<file path="src/rtl/store_unit.sv">
// ---------------------------------------------------------------------------
// store_unit
//   Register-to-memory store path for sw/sh/sb. Word stores are written
//   directly; half-word and byte stores read the containing word, merge the
//   new lane(s) in and write the whole word back. Misaligned stores and the
//   reserved size raise a one-cycle exception without touching memory.
//
// Parameters
//   READ_LATENCY  cycles from mem_addr presented (mem_wr=0) to mem_rdata valid (1..7)
//
// Ports
//   clk         in   system clock, rising edge
//   reset       in   asynchronous, active-high reset
//   start       in   request pulse, sampled only when idle
//   store_size  in   00=word, 01=half, 10=byte, 11=reserved
//   addr        in   effective byte address
//   store_data  in   rt value (half uses [15:0], byte uses [7:0])
//   mem_rdata   in   data memory read data
//   mem_addr    out  word-aligned memory address
//   mem_wr      out  memory write enable, one cycle per store
//   mem_wdata   out  memory write data (registered)
//   busy        out  high whenever the unit is not idle
//   done        out  one-cycle pulse: store committed
//   exc         out  one-cycle pulse: misaligned or reserved size, no write
// ---------------------------------------------------------------------------
module store_unit #(
  parameter int unsigned READ_LATENCY = 1
) (
  input  logic        clk,
  input  logic        reset,
  input  logic        start,
  input  logic [1:0]  store_size,
  input  logic [31:0] addr,
  input  logic [31:0] store_data,
  input  logic [31:0] mem_rdata,
  output logic [31:0] mem_addr,
  output logic        mem_wr,
  output logic [31:0] mem_wdata,
  output logic        busy,
  output logic        done,
  output logic        exc
);

  typedef enum logic [2:0] {
    IDLE,
    READ,
    MERGE,
    WRITE,
    DONE,
    ERR
  } state_t;

  typedef enum logic [1:0] {
    SZ_WORD = 2'b00,
    SZ_HALF = 2'b01,
    SZ_BYTE = 2'b10,
    SZ_RSVD = 2'b11
  } size_t;

  localparam logic [2:0] RL = 3'(READ_LATENCY);

  state_t      state;
  size_t       size_q;
  logic [1:0]  lane_q;   // addr_q[1:0]; upper address bits live in mem_addr
  logic [15:0] data_q;   // only the low half is ever merged
  logic [2:0]  cnt;
  logic        bad_req;

  // Alignment / size legality of the request presented this cycle.
  always_comb begin
    bad_req = 1'b0;
    unique case (size_t'(store_size))
      SZ_WORD: bad_req = (addr[1:0] != 2'b00);
      SZ_HALF: bad_req = addr[0];
      SZ_BYTE: bad_req = 1'b0;
      SZ_RSVD: bad_req = 1'b1;
      default: bad_req = 1'b1;
    endcase
  end

  // Replace the addressed lane of the read word with the new data.
  function automatic logic [31:0] merge_lane(input logic [31:0] rd,
                                             input logic [15:0] d,
                                             input logic [1:0]  lane,
                                             input size_t       sz);
    logic [31:0] w;
    w = rd;
    if (sz == SZ_HALF) begin
      if (lane[1]) w[31:16] = d;
      else         w[15:0]  = d;
    end else begin
      unique case (lane)
        2'd0: w[7:0]   = d[7:0];
        2'd1: w[15:8]  = d[7:0];
        2'd2: w[23:16] = d[7:0];
        2'd3: w[31:24] = d[7:0];
        default: w = rd;
      endcase
    end
    return w;
  endfunction

  always_ff @(posedge clk or posedge reset) begin
    if (reset) begin
      state     <= IDLE;
      size_q    <= SZ_WORD;
      lane_q    <= '0;
      data_q    <= '0;
      cnt       <= '0;
      mem_addr  <= '0;
      mem_wr    <= 1'b0;
      mem_wdata <= '0;
      busy      <= 1'b0;
      done      <= 1'b0;
      exc       <= 1'b0;
    end else begin
      mem_wr <= 1'b0;
      done   <= 1'b0;
      exc    <= 1'b0;
      unique case (state)
        IDLE: begin
          if (start) begin
            size_q   <= size_t'(store_size);
            lane_q   <= addr[1:0];
            data_q   <= store_data[15:0];
            mem_addr <= {addr[31:2], 2'b00};
            busy     <= 1'b1;
            if (bad_req) begin
              state <= ERR;
              exc   <= 1'b1;
            end else if (size_t'(store_size) == SZ_WORD) begin
              // Word stores need no read: the write is issued on the next cycle.
              state     <= WRITE;
              mem_wr    <= 1'b1;
              mem_wdata <= store_data;
            end else begin
              state <= READ;
              cnt   <= 3'd1;
            end
          end
        end
        READ: begin
          if (cnt == RL) state <= MERGE;
          else           cnt   <= cnt + 3'd1;
        end
        MERGE: begin
          // The read word is merged as it is captured, so the write data is
          // already registered when the WRITE cycle begins.
          mem_wdata <= merge_lane(mem_rdata, data_q, lane_q, size_q);
          mem_wr    <= 1'b1;
          state     <= WRITE;
        end
        WRITE: begin
          state <= DONE;
          done  <= 1'b1;
        end
        DONE: begin
          state <= IDLE;
          busy  <= 1'b0;
        end
        ERR: begin
          state <= IDLE;
          busy  <= 1'b0;
        end
        default: begin
          state <= IDLE;
          busy  <= 1'b0;
        end
      endcase
    end
  end

endmodule

</file>
<file path="config.mk">
export PLATFORM = sky130hd
export DESIGN_NAME = store_unit
export DESIGN_NICKNAME = d
export VERILOG_FILES = /design/src/rtl/store_unit.sv
export SDC_FILE = /design/constraint.sdc
export NUM_CORES = 1
export LEC_CHECK = 0
export ABC_AREA = 0
export BUFFER_PORTS_ARGS = -buffer_cell sky130_fd_sc_hd__buf_2
export CAP_MARGIN = 20
export CORE_MARGIN = 2
export CORE_UTILIZATION = 46
export CTS_BUF_LIST = sky130_fd_sc_hd__clkbuf_4 sky130_fd_sc_hd__clkbuf_8
export DETAILED_ROUTE_END_ITERATION = 16
export HOLD_SLACK_MARGIN = 0.06
export PLACE_DENSITY_LB_ADDON = 0.1
export SLEW_MARGIN = 10
export SYNTH_ARGS = -nofsm -noshare
export SYNTH_HDL_FRONTEND = slang
export SYNTH_SLANG_ARGS = --single-unit
</file>
<file path="constraint.sdc">
create_clock -name clk -period 2.5 [get_ports clk]
set_input_delay 0.25 -clock clk [delete_from_list [all_inputs] [get_ports clk]]
set_output_delay 0.25 -clock clk [all_outputs]
set_load 0.02 [all_outputs]
</file>
Yosys cells after proc, flatten, opt, wreduce, memory -nomap -nowiden. Cells that the tools add are included.

Add/sub/neg operators: 1. Multiplexer cells: 32. Reduce and logical (&&, ||, !) cells: 12. Eq/ne operators: 17. Bitwise gates (word level): 1.

Operator list (count): $mux 32 (4); $pmux 32 s2 (1); $mux 16 (2); $mux 8 (4); $mux 3 (7); $ne 2x2->1 const B (6); $pmux 3 s4 (1); $eq 2x2->1 const B (4); $mux 1 (8); $eq 2x1->1 const B (3); $eq 3x1->1 const B (2); $eq 3x2->1 const B (2); $pmux 3 s2 (1); $reduce_and 2->1 (3); $reduce_bool 2->1 (3); $reduce_and 5->1 (1); $logic_not 2->1 (2); $pmux 1 s2 (2); $pmux 1 s4 (1); $reduce_and 4->1 (1); $add 3x1->3 const B (1); $logic_not 3->1 (1); $reduce_or 3->1 (1); $mux 2 (1); $not 1->1 (1).

Register bits after elaboration: 92. Logic and storage cells: 74. Output and inout bits: 68. Input port bits: 101.

Depth between registers and ports, before layout. Gate-level depths: netlist (run 1).

Depth in word-level cells: 5. Mapped depth: 6. Mapped depth without buffers: 6.

Least setup slack after synthesis (run 1). OpenSTA, ideal clock, no wires.

Path kind: flip-flop to flip-flop. Start point: register state[2]. End point: register mem_wdata[27]. Setup time: 0.066 ns. Stages on the path, launching flop included: 5. Buffers on the path: 1. Path slack: 0.807 ns. Arrival time: 1.627 ns. Data required time: 2.434 ns. Clock period less this slack: 1.693 ns. Cells stage by stage: dfrtp_1 or4_1 nor3_4 buf_2 a221o_1.

Cells in the longest elaborated chain, start to end: 3.

Ends and longest elaborated chain: from (decl) (RTL line 62) `state_t state;`; from (signal assigned) (RTL line 105) `state <= IDLE;`; from (signal assigned) (RTL line 129) `state <= ERR;`; from (signal assigned) (RTL line 133) `state <= WRITE;`; $eq 3x2->1 / $logic_not 3->1 (equally long branches) (RTL line 120) `unique case (state)`; $reduce_bool 2->1 (no line) / $ne 2x2->1 (equally long branches); $reduce_and 4->1 (no line); to (signal assigned) (RTL line 135) `mem_wdata <= store_data;`; to (signal assigned) (RTL line 149) `mem_wdata <= merge_lane(mem_rdata, data_q, lane_q, size_q);`; to (decl) (RTL line 38) `output logic [31:0] mem_wdata,`.

Several ways; a longest one is shown, not always the timed one. A chain may end at the register's enable or synchronous reset.

Worst setup path in the final report (run 1).
Start point: register state[1]. End point: register mem_wdata[2].

The elaborated chain is that of the path after synthesis.

==> results.py, run 1 <==
metrics = {
    "worst_setup_path": {
        "cp_cell_sequence": "o21ai_2 -> clkinv_1 -> o221ai_1",
        "crit_path_top_delay_cell": "o21ai_2",
        "setup.worst_path.class": "reg2reg",
        "reg2reg_from": "state[1]$_DFFE_PP0P_",
        "crit_required_ns": 2.75,
        "worstReg2RegEnd": "mem_wdata[2]$_DFFE_PP0P_",
        "cp_max_fo": 11,
        "worstPathArrival_ns": 2.20,
        "critPathBufInv": 1,
        "crit_family": "compound AO/OA/AOI/OAI gates",
        "r2r_cells": 3,
        "endpoint_kind": "flop",
        "slowest_delay_ns": 0.58,
        "r2r_slack_ns": 0.55,
        "worstSetupStartpointType": "flop",
    },
    "grt": {
        "antenna_found_initial": 1,
        "grt_usage_pct": 22.69,
        "grt_max_degree": 93,
        "grt_pass1_vias": 3565,
        "grt_pass1_wl_mm": 17.73,
        "overflow": 0,
    },
    "sta": {
        "finalHoldViolCount": 0,
        "setup_viol": 0,
        "fin_setup_tns_ns": 0,
        "max_freq_mhz": 512.3,
        "period_needed_ns": 1.952,
        "rsz0062_at_grt": "no",
        "max_slew_margin_pct": 41.10,
        "worst_slew_pin_slew_ns": 0.8743,
        "slew_violations": 0,
        "setup_slack_ns": 0.5480,
        "finalCritPeriodShare_pct": 78.08,
        "skew_ns": 0.01029,
    },
    "die": {
        "start_util_pct": 46.88,
        "dieArea_mm2": 0.01012,
        "die_height_um": 100.6,
        "ioPinCount": 169,
        "num_rows": 35,
        "die_w_um": 100.6,
        "core_mm2": 0.009153,
    },
    "final_layout": {
        "final_cell_mix": "buf_2, dfrtp_1, mux2_2",
        "nFillCells": 809,
        "final_cells": 640,
        "final_util_pct": 59.85,
        "area_growth_pct": 27.68,
        "final_common_cell": "buf_2",
        "multi_input_area_mm2": 0.001789,
        "regArea_mm2": 0.002302,
        "drive_above_1_share_pct": 47.07,
        "nets": 628,
        "diodes": 0,
    },
    "hold_path": {
        "min_path_type": "in2reg",
        "worstHoldStart": "store_data[1]",
        "min_delay_worst_endpoint": "mem_wdata[1]$_DFFE_PP0P_",
        "holdPathStages": 3,
    },
    "placement": {
        "dp_slack_ns": 0.4010,
        "port_buffers": 166,
        "placedCellCount": 624,
        "dp_hpwl_mm": 8.114,
        "gp_congestion": 0.8012,
    },
    "clocking": {
        "clkTransAtPathRegs_ns": 0.09,
        "htreeDepth": 3,
        "cts_tree": "built",
        "insertion_delay_ns": 0.35,
        "clock_sinks": 92,
        "clockBufferDepth": 2,
        "cts_setup_buffers": 0,
        "root_buffer": "clkbuf_8",
        "numCtsBuffers": 9,
    },
    "pwr": {
        "powerDensity_mw_per_mm2": 1379,
        "cellLeakagePower_nw": 2.712,
        "total_power_mw": 7.556,
        "ir_drop_v": 0.0006641,
    },
    "flow_run": {
        "max_cap_viol_count": 0,
    },
    "outcome": {
        "status": "finished, final reports clean",
    },
    "synthesis": {
        "syn_avg_cell_area_um2": 12.05,
        "ys_seq_elements": 92,
        "ys_seq_area_share_pct": 53.66,
        "ys_warn_count": 0,
        "yosysUniqueCellTypes": 39,
        "syn_inst": 356,
        "netlist_area_mm2": 0.004290,
    },
    "routing": {
        "dr.pass1.iters": 4,
        "drt-wirelength-per-cell_um": 17.17,
        "antenna_left": 0,
        "wirelength_mm": 10.99,
        "drcViolationCount": 0,
        "post_drt_via_cell_ratio": 5.434,
        "num_vias": 3478,
        "dr.first_iter.drc_count": 112,
    },
}
per-stage QoR:
| step | hold slack, ns | area (um2) |
|---|---|---|
| after global placement | 0.4360 | 5254 |
| after floorplan | 0.3668 | 4298 |
| after CTS | 0.1046 | 5478 |
| after global routing | 0.1096 | 5478 |
| after detailed placement | 0.4357 | 5254 |
| final | 0.1179 | 5478 |
cell type report:
class,instances,area share [%]
clock buffer,11,2.535
clock inverter,4,1.370
sequential,92,42.03
inverter,27,1.919
tap,111,2.535
multi-input combinational,218,32.66
timing repair buffer,177,16.95
how the worst max path moves through the flow:
stage,startpoint,to,slack (ns),depth (start not counted)
floorplan,state[2]$_DFFE_PP0P_,mem_wdata[27]$_DFFE_PP0P_,0.81,4
global placement,start,mem_wdata[0]$_DFFE_PP0P_,0.49,6
detailed placement,start,mem_wdata[2]$_DFFE_PP0P_,0.40,6
CTS,state[1]$_DFFE_PP0P_,mem_wdata[2]$_DFFE_PP0P_,0.54,3
global route,state[1]$_DFFE_PP0P_,mem_wdata[2]$_DFFE_PP0P_,0.42,3
finish,state[1]$_DFFE_PP0P_,mem_wdata[2]$_DFFE_PP0P_,0.55,3
sequential cells by signal, indices dropped and copies added, names as in the netlist:
name and flops:
mem_wr 1, state 3, lane_q 2, cnt 3, size_q 2, data_q 16
busy 1, exc 1, mem_wdata 32, done 1, mem_addr 30
timing repair:
item / 4_1_cts / 5_1_grt
hold buffers: 1 / 0
hold endpoints to repair: 71 / 0
resized for setup: 0 / 0
synth_stat cells:
| cell | instances | area (um2) |
|---|---|---|
| nand2_1 | 17 | 63.81 |
| o21ba_2 | 1 | 10.01 |
| clkinv_1 | 1 | 3.750 |
| a221oi_1 | 21 | 183.9 |
| clkbuf_1 | 6 | 22.52 |
| and2_1 | 1 | 6.260 |
| or2_2 | 1 | 6.260 |
| buf_4 | 2 | 15.01 |
| or4_1 | 1 | 7.510 |
| a22o_1 | 3 | 26.28 |
| inv_1 | 26 | 97.59 |
| nand3_1 | 3 | 15.01 |
| buf_1 | 1 | 3.750 |
| nor2_1 | 16 | 60.06 |
| o21ai_1 | 1 | 5.000 |
| nor3_4 | 2 | 32.53 |
| o211ai_1 | 2 | 15.01 |
| buf_2 | 10 | 50.05 |
| a221o_1 | 13 | 130.1 |
| a22oi_1 | 3 | 22.52 |
| o21ai_0 | 5 | 25.02 |
| and3_1 | 2 | 12.51 |
| a21oi_1 | 9 | 45.04 |
| buf_6 | 1 | 11.26 |
| conb_1 | 1 | 3.750 |
| nand3b_1 | 1 | 7.510 |
| a21o_1 | 1 | 7.510 |
| o2bb2ai_1 | 2 | 17.52 |
| or3b_4 | 1 | 11.26 |
| nor3b_1 | 1 | 7.510 |
| dfrtp_1 | 92 | 2302 |
| o221ai_1 | 11 | 96.34 |
| nor2b_1 | 2 | 12.51 |
| o21ai_2 | 2 | 17.52 |
| mux2_2 | 49 | 551.8 |
| nand2b_1 | 11 | 68.82 |
| mux2i_1 | 24 | 240.2 |
| o22ai_1 | 8 | 50.05 |
| ha_1 | 2 | 25.02 |
report_power, final:
part           total, mW  switching (mW)  internal, mW  leakage [nW]
Combinational       3.68            2.04          1.64          1.51
Sequential          2.79           0.546          2.24          1.10
Clock               1.09           0.509         0.581         0.102
Total               7.56            3.09          4.47          2.71
cells by family after synthesis:
| logic type | count (synthesis) | synth area share (%) |
|---|---|---|
| adder cells (fa/ha/maj) | 2 | 0.5832 |
| AO/OA/AOI/OAI | 82 | 15.19 |
| multiplexers | 73 | 18.46 |
| buffers and inverters | 47 | 4.753 |
| AND/OR/NAND/NOR | 59 | 7.262 |
| flip-flops | 92 | 53.66 |
| other | 1 | 0.08741 |
per-layer routing:
| metal | wire (um) | GRT usage (%) | vias up |
|---|---|---|---|
| li1 | - | - | 1655 |
| met1 | 4740 | 29.79 | 1665 |
| met2 | 5144 | 36.19 | 146 |
| met3 | 956 | 7.351 | 12 |
| met4 | 149 | 6.639 | 0 |
| met5 | 0 | 0 | - |
worst reg2reg max path: stages (launching register included):
cell	delay [ns]
dfrtp_1	0.53
o21ai_2	0.59
clkinv_1	0.43
o221ai_1	0.31
Note: power is estimated with default switching activity, not from simulation.
==> run 2, diff against run 1 <==
--- a/config.mk
+++ b/config.mk
@@ -9,7 +9,7 @@
 export BUFFER_PORTS_ARGS = -buffer_cell sky130_fd_sc_hd__buf_2
 export CAP_MARGIN = 20
 export CORE_MARGIN = 2
-export CORE_UTILIZATION = 46
+export CORE_UTILIZATION = 50
 export CTS_BUF_LIST = sky130_fd_sc_hd__clkbuf_4 sky130_fd_sc_hd__clkbuf_8
 export DETAILED_ROUTE_END_ITERATION = 16
 export HOLD_SLACK_MARGIN = 0.06
==> constraint.sdc (replaced) <==
create_clock -name clk -period 1.95 [get_ports clk]
set_input_delay 0.195 -clock clk [delete_from_list [all_inputs] [get_ports clk]]
set_output_delay 0.195 -clock clk [all_outputs]
set_load 0.02 [all_outputs]
==> results.py, run 2 (same netlist as run 1, synthesis figures left out) <==
metrics = {
    "grt": {
        "overflow": 0,
        "grt_pass1_wl_mm": 18.60,
        "grt_max_degree": 33,
        "use_met1_pct": 33.00,
        "grt_pass1_vias": 3693,
        "met2_usage_pct": 40.01,
        "antenna_found_initial": 0,
        "use_met3_pct": 5.202,
        "grt_usage_pct": 24.49,
        "busiest_layer": "met2",
    },
    "routing": {
        "post_drt_via_cell_ratio": 5.471,
        "dr.first_iter.drc_count": 187,
        "drt-wirelength-per-cell_um": 17.15,
        "drcViolationCount": 0,
        "num_vias": 3611,
        "wirelength_mm": 11.32,
        "dr.pass1.iters": 4,
        "antenna_left": 0,
    },
    "placement": {
        "dp_hpwl_mm": 8.379,
        "gp_congestion": 0.8182,
        "port_buffers": 166,
    },
    "worst_setup_path": {
        "slowest_delay_ns": 0.46,
        "worstPathArrival_ns": 2.06,
        "setup.worst_path.class": "reg2reg",
        "cp_cell_sequence": "nor2_1 -> buf_4 -> o21ai_2 -> clkinv_1 -> o221ai_1",
        "cp_max_fo": 11,
        "crit_required_ns": 2.21,
        "crit_family": "buffers and inverters",
        "critPathBufInv": 2,
        "endpoint_kind": "flop",
        "crit_path_top_delay_cell": "dfrtp_1",
        "worstSetupStartpointType": "flop",
    },
    "die": {
        "die_height_um": 96.63,
        "core_mm2": 0.008258,
        "dieArea_mm2": 0.009337,
        "num_rows": 33,
        "die_w_um": 96.63,
        "start_util_pct": 51.95,
        "ioPinCount": 169,
    },
    "sta": {
        "skew_ns": 0.01412,
        "max_freq_mhz": 557.5,
        "slew_violations": 0,
        "worst_slew_pin_slew_ns": 0.5505,
        "rsz0062_at_grt": "no",
        "finalCritPeriodShare_pct": 91.98,
        "max_slew_margin_pct": 63.29,
        "finalHoldViolCount": 0,
        "fin_setup_tns_ns": 0,
        "setup_viol": 0,
        "period_needed_ns": 1.794,
    },
    "clocking": {
        "root_buffer": "clkbuf_8",
        "numCtsBuffers": 9,
        "htreeDepth": 3,
        "clockBufferDepth": 2,
        "insertion_delay_ns": 0.36,
        "cts_tree": "built",
        "clkTransAtPathRegs_ns": 0.09,
        "clock_sinks": 92,
    },
    "outcome": {
        "status": "finished, final reports clean",
    },
    "final_layout": {
        "final_common_cell": "buf_2",
        "diodes": 0,
        "nFillCells": 671,
        "largest_reg_flops": 32,
        "max_flop_register": "mem_wdata",
        "drive_above_1_share_pct": 47.03,
        "nets": 653,
        "area_growth_pct": 33.33,
        "multi_input_area_mm2": 0.001794,
        "regArea_mm2": 0.002302,
        "reg_top3": "mem_wdata: 32 flops, mem_addr: 30 flops, data_q: 16 flops",
        "final_cell_mix": "buf_2, dfrtp_1, mux2_2",
    },
    "pwr": {
        "powerDensity_mw_per_mm2": 1712,
        "total_power_mw": 9.794,
        "ir_drop_v": 0.0009925,
        "cellLeakagePower_nw": 2.823,
    },
    "hold_path": {
        "min_path_type": "in2reg",
    },
    "flow_run": {
        "max_cap_viol_count": 0,
    },
}
run 2: cell types whose count changed in the layout (fill, tap and decap cells not counted):
cell,change
buf_12,+2
nand2_1,-1
bufinv_16,-1
dlygate4sd3_1,+16
clkinvlp_4,+1
clkinv_4,+1
clkbuf_4,-1
nor2_2,+1
clkbuf_8,+1
buf_4,+7
nor2_1,-1
nand2_2,+1
run 2: metrics by stage:
step                utilization (%)  worst slack (ns)  cells  instance area, um2  hold WS [ns]
floorplan                         -            0.2568    357                4298        0.3118
global placement              64.65            0.1237    627                5339        0.2479
detailed placement            64.65           0.08993    627                5339        0.2539
CTS                           69.09           0.09892    659                5705       0.06105
global route                  69.27           0.04399    660                5720       0.06068
finish                        69.27            0.1564    660                5720       0.06954
run 2: final timing paths:
check | slack, ns | startpoint | end | cells past startpoint
min in group asynchronous | 0.41 | reset | mem_wdata[19]$_DFFE_PP0P_ | 3
worst min-delay path | 0.07 | addr[7] | mem_addr[7]$_DFFE_PP0P_ | 2
worst min register to register | 0.51 | mem_addr[30]$_DFFE_PP0P_ | mem_addr[30]$_DFFE_PP0P_ | 1
worst max-delay path | 0.16 | state[2]$_DFFE_PP0P_ | mem_wdata[2]$_DFFE_PP0P_ | 5
max in group asynchronous | 1.00 | reset | data_q[13]$_DFFE_PP0P_ | 4
worst max register to register | 0.16 | state[2]$_DFFE_PP0P_ | mem_wdata[2]$_DFFE_PP0P_ | 5
run 2: worst reg2reg max path: cells and delay by family, from the launching register on:
family	cells	cell delay, ns
compound gates	2	0.52
buf+inv	2	0.61
flops	1	0.46
simple gates	1	0.11
run 2: what timing repair did:
| item | CTS | global route |
|---|---|---|
| endpoints found under the setup margin | 0 | 7 |
| resized for setup | 0 | 2 |
| hold buffers | 16 | 1 |
| endpoints found under the hold margin | 32 | 1 |
| setup buffers | 0 | 0 |
run 2: area by class of cell:
type	instances	share of cell area, %
sequential	92	40.24
multi-input combinational	218	31.36
timing repair buffer	202	20.65
clock buffer	11	2.537
tap	105	2.297
inverter	27	1.837
clock inverter	5	1.072
run 2: per-layer routing:
layer	up-vias	wire length [um]
met5	-	0
met1	1757	4818
met2	136	5582
li1	1709	-
met3	9	805
met4	0	114
run 2: where the power goes:
part / total [mW] / internal (mW) / switching (mW)
registers: 3.53 / 2.88 / 0.649
clock network: 1.33 / 0.645 / 0.683
logic: 4.94 / 2.23 / 2.71
total: 9.79 / 5.75 / 4.04
